==> src/rtl/dmem_wbuf.sv <==
// Data memory (64x32) behind a FIFO write buffer drained by a latency-modelling FSM.
// Define DMEM_WBUF_FWD_EN to forward buffered store data to loads instead of stalling them.
module dmem_wbuf #(
    parameter int unsigned DEPTH     = 4,
    parameter int unsigned DRAIN_LAT = 2
) (
    input  logic        clk,
    input  logic        reset,
    input  logic        memwrite,
    input  logic [31:0] dataadr,
    input  logic [31:0] writedata,
    output logic [31:0] readdata,
    output logic        stall,
    output logic [3:0]  wbuf_count
);

    localparam int unsigned PtrW = (DEPTH > 1) ? $clog2(DEPTH) : 1;

    typedef enum logic [1:0] {StIdle, StDrain, StCommit} state_e;

    state_e          state_q;
    logic [3:0]      cnt_q;
    logic [PtrW-1:0] head_q, head_d;
    logic [PtrW-1:0] tail_q, tail_d;
    logic            full_q, full_d;
    logic [5:0]      idx_q  [DEPTH];
    logic [31:0]     data_q [DEPTH];
    logic [31:0]     ram_q  [64];

    logic [5:0]      rd_idx;
    logic [PtrW-1:0] occ;
    logic [PtrW-1:0] tail_inc;
    logic [PtrW-1:0] slot;
    logic            push, pop;
    logic            match_any;
    logic            unused_adr;

    assign rd_idx     = dataadr[7:2];
    assign unused_adr = ^{dataadr[31:8], dataadr[1:0]};
    assign occ        = tail_q - head_q;
    assign tail_inc   = tail_q + PtrW'(1);
    assign wbuf_count = full_q ? 4'(DEPTH) : 4'(occ);

    // A full buffer blocks the store even in a cycle where COMMIT pops.
    assign push = memwrite && !full_q;
    assign pop  = (state_q == StCommit);

    always_comb begin
        head_d = head_q;
        tail_d = tail_q;
        full_d = full_q;
        if (push) tail_d = tail_inc;
        if (pop)  head_d = head_q + PtrW'(1);
        if (push && !pop)      full_d = (tail_inc == head_q);
        else if (pop && !push) full_d = 1'b0;
    end

`ifdef DMEM_WBUF_FWD_EN
    logic [31:0] fwd_data;
`endif

    // Scan oldest to youngest so the last hit is the youngest matching entry.
    always_comb begin
        match_any = 1'b0;
        slot      = '0;
`ifdef DMEM_WBUF_FWD_EN
        fwd_data  = ram_q[rd_idx];
`endif
        for (int unsigned i = 0; i < DEPTH; i++) begin
            slot = head_q + PtrW'(i);
            if ((i < 32'(wbuf_count)) && (idx_q[slot] == rd_idx)) begin
                match_any = 1'b1;
`ifdef DMEM_WBUF_FWD_EN
                fwd_data  = data_q[slot];
`endif
            end
        end
    end

`ifdef DMEM_WBUF_FWD_EN
    assign readdata = (!reset && !memwrite && match_any) ? fwd_data : ram_q[rd_idx];
    assign stall    = !reset && memwrite && full_q;
`else
    assign readdata = ram_q[rd_idx];
    assign stall    = !reset && (memwrite ? full_q : match_any);
`endif

    always_ff @(posedge clk) begin
        if (reset) begin
            head_q <= '0;
            tail_q <= '0;
            full_q <= 1'b0;
        end else begin
            head_q <= head_d;
            tail_q <= tail_d;
            full_q <= full_d;
        end
    end

    // Counter restarts at 1 from IDLE but at 0 after a COMMIT.
    always_ff @(posedge clk) begin
        if (reset) begin
            state_q <= StIdle;
            cnt_q   <= '0;
        end else begin
            unique case (state_q)
                StIdle: begin
                    if (wbuf_count != 4'd0) begin
                        state_q <= StDrain;
                        cnt_q   <= 4'd1;
                    end
                end
                StDrain: begin
                    cnt_q <= cnt_q + 4'd1;
                    if (({28'd0, cnt_q} + 32'd1) >= DRAIN_LAT) state_q <= StCommit;
                end
                StCommit: begin
                    cnt_q   <= '0;
                    state_q <= ((wbuf_count > 4'd1) || push) ? StDrain : StIdle;
                end
                default: begin
                    state_q <= StIdle;
                    cnt_q   <= '0;
                end
            endcase
        end
    end

    always_ff @(posedge clk) begin
        if (!reset && push) begin
            idx_q[tail_q]  <= rd_idx;
            data_q[tail_q] <= writedata;
        end
    end

    // RAM is never reset; a COMMIT coinciding with reset is dropped.
    always_ff @(posedge clk) begin
        if (!reset && pop) ram_q[idx_q[head_q]] <= data_q[head_q];
    end

endmodule

==> config.mk <==
export PLATFORM = sky130hd
export DESIGN_NAME = dmem_wbuf
export DESIGN_NICKNAME = d
export VERILOG_FILES = /design/src/rtl/dmem_wbuf.sv
export SDC_FILE = /design/constraint.sdc
export NUM_CORES = 2
export LEC_CHECK = 0
export CAP_MARGIN = 20
export CORE_MARGIN = 2
export CORE_UTILIZATION = 25
export CTS_CLUSTER_DIAMETER = 60
export DETAILED_ROUTE_END_ITERATION = 8
export GPL_ROUTABILITY_DRIVEN = 0
export PLACE_DENSITY_LB_ADDON = 0.12
export SYNTH_ARGS = -nofsm -noshare
export SYNTH_HDL_FRONTEND = slang
export SYNTH_SLANG_ARGS = --single-unit
==> constraint.sdc <==
create_clock -name clk -period 6.9 [get_ports clk]
set_input_delay 1.38 -clock clk [delete_from_list [all_inputs] [get_ports clk]]
set_output_delay 1.38 -clock clk [all_outputs]
set_load 0.02 [all_outputs]
# Yosys cells after proc, flatten, opt, wreduce, memory -nomap -nowiden
# Memories as Yosys holds them, arrays and structs flattened. A register that Yosys moved wholly into a read port is not among the register bits.
# Cells that the tools add are included.
dict set report word_totals {
  out_inout_bits 37
  mem_bits_rw 2200
  n_memories 3
  wordCells 71
  inputBits 67
  regBits 11
}
dict set report classes {
  reduce_logical 19
  eq_ne 9
  n_lt_le_gt_ge 6
  mux 22
  add_sub_neg 7
}
# name depth width read_ports rd_ports_with_merged_regs write_ports line_no
set memory_table {}
lappend memory_table {ram_q 64 32 1 0 1 28} ;# logic [31:0] ram_q [64];
lappend memory_table {data_q 4 32 1 1 1 27} ;# logic [31:0] data_q [DEPTH];
lappend memory_table {idx_q 4 6 4 1 1 26} ;# logic [5:0] idx_q [DEPTH];
# op count
set ops {}
lappend ops {{equality test 6 bit} 4}
lappend ops {{2-to-1 mux 1 bit} 12}
lappend ops {{2-to-1 mux 2 bit} 6}
lappend ops {{logical AND 1 bit} 10}
lappend ops {{one-hot mux 4 bit (2 select lines)} 1}
lappend ops {{less-than comparator 1 x 3 -> 1 bit (first input constant)} 2}
lappend ops {{less-than comparator 2 x 3 -> 1 bit (first input constant)} 2}
lappend ops {{one-hot mux 2 bit (3 select lines)} 1}
lappend ops {{adder 4 x 1 -> 5 bit (second input constant)} 1}
lappend ops {{greater-or-equal comparator 5 x 2 -> 1 bit (second input constant)} 1}
lappend ops {{adder 2 x 1 -> 2 bit (second input constant)} 2}
lappend ops {{adder 2 bit (second input constant)} 2}
lappend ops {{adder 4 x 1 -> 4 bit (second input constant)} 1}
lappend ops {{zero test 1 bit} 4}
lappend ops {{2-to-1 mux 4 bit} 1}
lappend ops {{!= test 2 bit (second input constant)} 2}
lappend ops {{nonzero test 4 bit} 1}
lappend ops {{greater-than comparator 3 x 1 -> 1 bit (second input constant)} 1}
lappend ops {{2-to-1 mux 3 bit} 1}
lappend ops {{equality test 2 x 1 -> 1 bit (second input constant)} 1}
lappend ops {{equality test 2 bit} 1}
lappend ops {{equality test 2 bit (second input constant)} 1}
lappend ops {{zero test 2 bit} 1}
lappend ops {{AND reduction 2 bit} 1}
lappend ops {{other kinds (3)} 3}

# Depth between registers and ports, before layout
dict set report depth {
  word_depth 10
  mapped_depth 10
  ltp_nobuf 8
}

# Worst setup path after synthesis
# OpenSTA, ideal clock, no wires.
dict set report synth_timing {
  path_type {input -> output}
  from {in dataadr[2]}
  to {out readdata[10]}
  path_stages 6
  n_path_buf 3
  slack_ns 1.789
  t_required_ns 5.520
  arrival_ns 3.731
  path_cell_list {clkbuf_1 buf_2 buf_1 mux4_2 mux4_2 mux4_2}
}
dict set report synth_via {
  elab_chain_len 1
}
# item line_no
set synth_rtl {}
lappend synth_rtl {{start: declaration} 10} ;# input logic [31:0] dataadr,
lappend synth_rtl {{memory (64 x 32 bit)} -}
lappend synth_rtl {{end: declaration} 12} ;# output logic [31:0] readdata,
# No other way between the ends.

# Worst setup path in the final report
dict set report layout_timing {
  from {in dataadr[2]}
  to {out readdata[19]}
}
# The elaborated chain is that of the path after synthesis.

==> metrics.txt <==
switching power of the nets=between 7 and 8 mW; post-synthesis sequential area ratio=0.782; post-CTS sizing=0; number of synthesized flops with an enable pin=2200; Floorplan Core Area=337000 um^2; Required @ worst endpoint=5.52 ns; share of the clock period used by the worst path after layout=0.865; grt ovf=0; mean routed wirelength per cell=28.1 um; Crit Path Category=in2out; number of H-tree levels=5; Yosys top cell area share=0.779; vertical die dimension=between 500 and 600 um; buffers from clock root to sink, at most=4; part of the total power dissipated in the clock network=0.427; cell area after layout=101000 um^2; critical path peak fanout=21; root buffer selected by CTS=clkbuf_16; antenna violations before repair=20; global routing usage summed across all routing layers=0.136; Peak VDD IR=~190 uV; syn nets=3471; share of power burned in registers=0.495; proportion of layout cells with a drive suffix above 1=0.340; via count of the first global-routing pass=40165; Iteration-0 DRC Markers=~3100; total DRC errors in the routed layout=0; final critical delay including setup and external delays=roughly 6.0 ns; worst hold slack=0.532 ns; width of the die=approximately 590 um; leading cell type by number of instances after synthesis=edfxtp_1; clock tree from TritonCTS=done; max_slew headroom=0.267; maximum capacitance violations=0; first-pass iteration count of the detailed router=6; Async SR Flop Fraction=0; effective utilization at floorplan=0.252; Comb power frac=0.078; maximum single-stage delay on the critical path=0.62 ns; count of fill cells added during filler insertion=32459; Arrival @ worst endpoint=4.59 ns; run status=finished clean; power per standard cell area=310 nW/um^2; CP Capture Type=output port; cell types occupying the most area after synthesis=edfxtp_1, mux4_2, clkbuf_1, nor2_1, buf_2; hold buffers post-CTS=0; Layout Utilization=0.300; instance count of the mapped netlist=3396; Total Power Consumption=31.4 mW; first-pass GRT wire length=331000 um; Setup Total Neg Slack=0 ns; cell type of the slowest stage on the worst timing path=mux4_2; dpl cell area=92900 um^2; CTS Sinks=2213; Slew Limit Fails=0; worst clock skew=0.0583 ns; Leakage=30.5 nW; # setup viols final=0; floorplan die area=between 300000 and 400000 um^2; f_max=168 MHz; most area-hungry cell type in the Yosys netlist=edfxtp_1; sequential cell area=around 66000 um^2; list of most frequent post-synthesis cells=edfxtp_1, mux4_2, clkbuf_1; number of distinct library cells after synthesis=44; RSZ-0062 raised after global routing=no; number of endpoints with negative hold slack in the final report=0; clock latency at the later pin of the worst-skew pair=0.86 ns; number of I/O pins=104; netlist area before placement=84900 um^2; clock slew at reported path FFs=around 0.05 ns; Synthesis Warnings=0; net count of the finished layout=3836; Placement Rows=approximately 210; Antenna Nets Post-Route=0; post-CTS setup repair buffer count=0; Layout Area Growth over Synthesis=19.2%; cell repeated most along the worst path=mux4_2; routed wire length=238000 um; TritonCTS Buffers=267; most frequently used flop master after synthesis=edfxtp_1; Via Count=about 38000; Via density=approximately 4.4; cell-by-cell listing of the critical path=buf_8 -> buf_12 -> buf_4 -> mux4_2 -> mux4_2 -> mux4_2 -> clkdlybuf4s50_1; Internal Power=roughly 24 mW; transition time at the pin with the least slew margin=around 1.1 ns; synthesized area divided by synthesized cell count=between 20 and 25 um^2; number of register bits inferred by synthesis=approximately 2200; type of element launching the critical path=input port; maximum number of pins on one net before global-route repair=65; switching share of power=0.231; cell family contributing the most delay on the critical path=multiplexers; multi-input combinational cell area=18200 um^2; sum of buffers and inverters on the critical path=4; Detail Placement HPWL=140000 um; path category of the worst min-delay check=reg2reg; IO Port Bufs=76
-- cells in the final DEF (no fill, tap or decap), types with 5 or more instances in the layout --
cell type / Yosys / layout
o21ai_0: 6 / 6
or3_1: 5 / 5
a21oi_1: 9 / 9
clkdlybuf4s50_1: 0 / 66
mux2_2: 5 / 5
nor2b_1: 19 / 19
nor2_4: 0 / 61
dfxtp_1: 13 / 11
edfxtp_1: 2200 / 2200
nor2_1: 82 / 21
inv_8: 0 / 5
buf_4: 13 / 173
clkbuf_16: 0 / 276
clkbuf_1: 94 / 67
diode_2: 0 / 9
bufinv_16: 0 / 14
buf_12: 0 / 33
ha_1: 8 / 8
a211oi_1: 23 / 23
nand2_1: 24 / 24
mux2i_1: 25 / 25
mux4_2: 704 / 703
clkinv_2: 0 / 34
inv_1: 6 / 6
xnor2_1: 18 / 18
inv_6: 0 / 13
nand3_1: 8 / 8
xor2_1: 13 / 13
clkinv_1: 0 / 41
-- sequential cells by signal, indices dropped and copies added, names as in the netlist, named ones only --
register,cells
head_q,2
idx_q,24
state_q,2
full_q,1
ram_q,2048
tail_q,2
cnt_q,4
data_q,128
-- layer usage --
layer / wire, um / track usage / up-vias
met1: 108000 / 0.189 / 21033
li1: - / - / 15558
met5: 17 / 0 / -
met3: 11400 / 0.0252 / 280
met4: 4390 / 0.0318 / 4
met2: 114000 / 0.221 / 813
-- stage by stage --
step	worst slack, ns	cells
3_5_place_dp	0.840	8005
2_1_floorplan	1.79	3396
4_1_cts	0.847	8464
5_1_grt	0.726	8467
6_report	0.930	8475
3_3_place_gp	0.807	8002
-- layout make-up --
| cell class | instances | share of cell area |
|---|---|---|
| Timing Repair Buffer | 279 | 0.0271 |
| Tap cell | 4515 | 0.0559 |
| Antenna cell | 9 | 0.000223 |
| Clock buffer | 343 | 0.0708 |
| Multi-Input combinational cell | 994 | 0.180 |
| Inverter | 6 | 0.000223 |
| Clock inverter | 116 | 0.0101 |
| Sequential cell | 2213 | 0.656 |
-- power by group through the flow --
stage          logic [mW]  registers (mW)  clock network [mW]
3_3_place_gp         2.44            15.8                   0
4_1_cts              2.49            15.5                13.9
5_1_grt              2.64            15.5                14.3
3_5_place_dp         2.49            15.8                   0
6_report             2.43            15.5                13.4
2_1_floorplan        1.36            15.8                   0
-- worst min-delay path, cell delays in order, from the launching register on --
cell and delay (ns):
dfxtp_1 0.33, o21ai_0 0.08, a21boi_0 0.07
-- cell families (layout without fill, tap and decap cells) --
kind of cell,after synthesis,in the layout,synth area share
XOR/XNOR,32,32,0.00348
adder cells (fa/ha/maj),8,8,0.00118
AO/OA/AOI/OAI,54,54,0.00435
other,1,10,0.0000442
AND/OR/NAND/NOR,165,165,0.00892
flip-flops,2213,2213,0.782
multiplexers,734,734,0.190
buffers and inverters,189,744,0.00989
-- path summary, 6_finish.rpt --
| path | start | to | slack (ns) | cells after the start |
|---|---|---|---|---|
| worst max register to register | flop | ram_q[0][30] | 2.26 | 6 |
| worst min register to register | cnt_q[2] | cnt_q[2] | 0.53 | 2 |
| worst max-delay path | dataadr[2] | readdata[19] | 0.93 | 7 |
| worst min-delay path | cnt_q[2] | cnt_q[2] | 0.53 | 2 |
(Power assumes the default switching activity.)
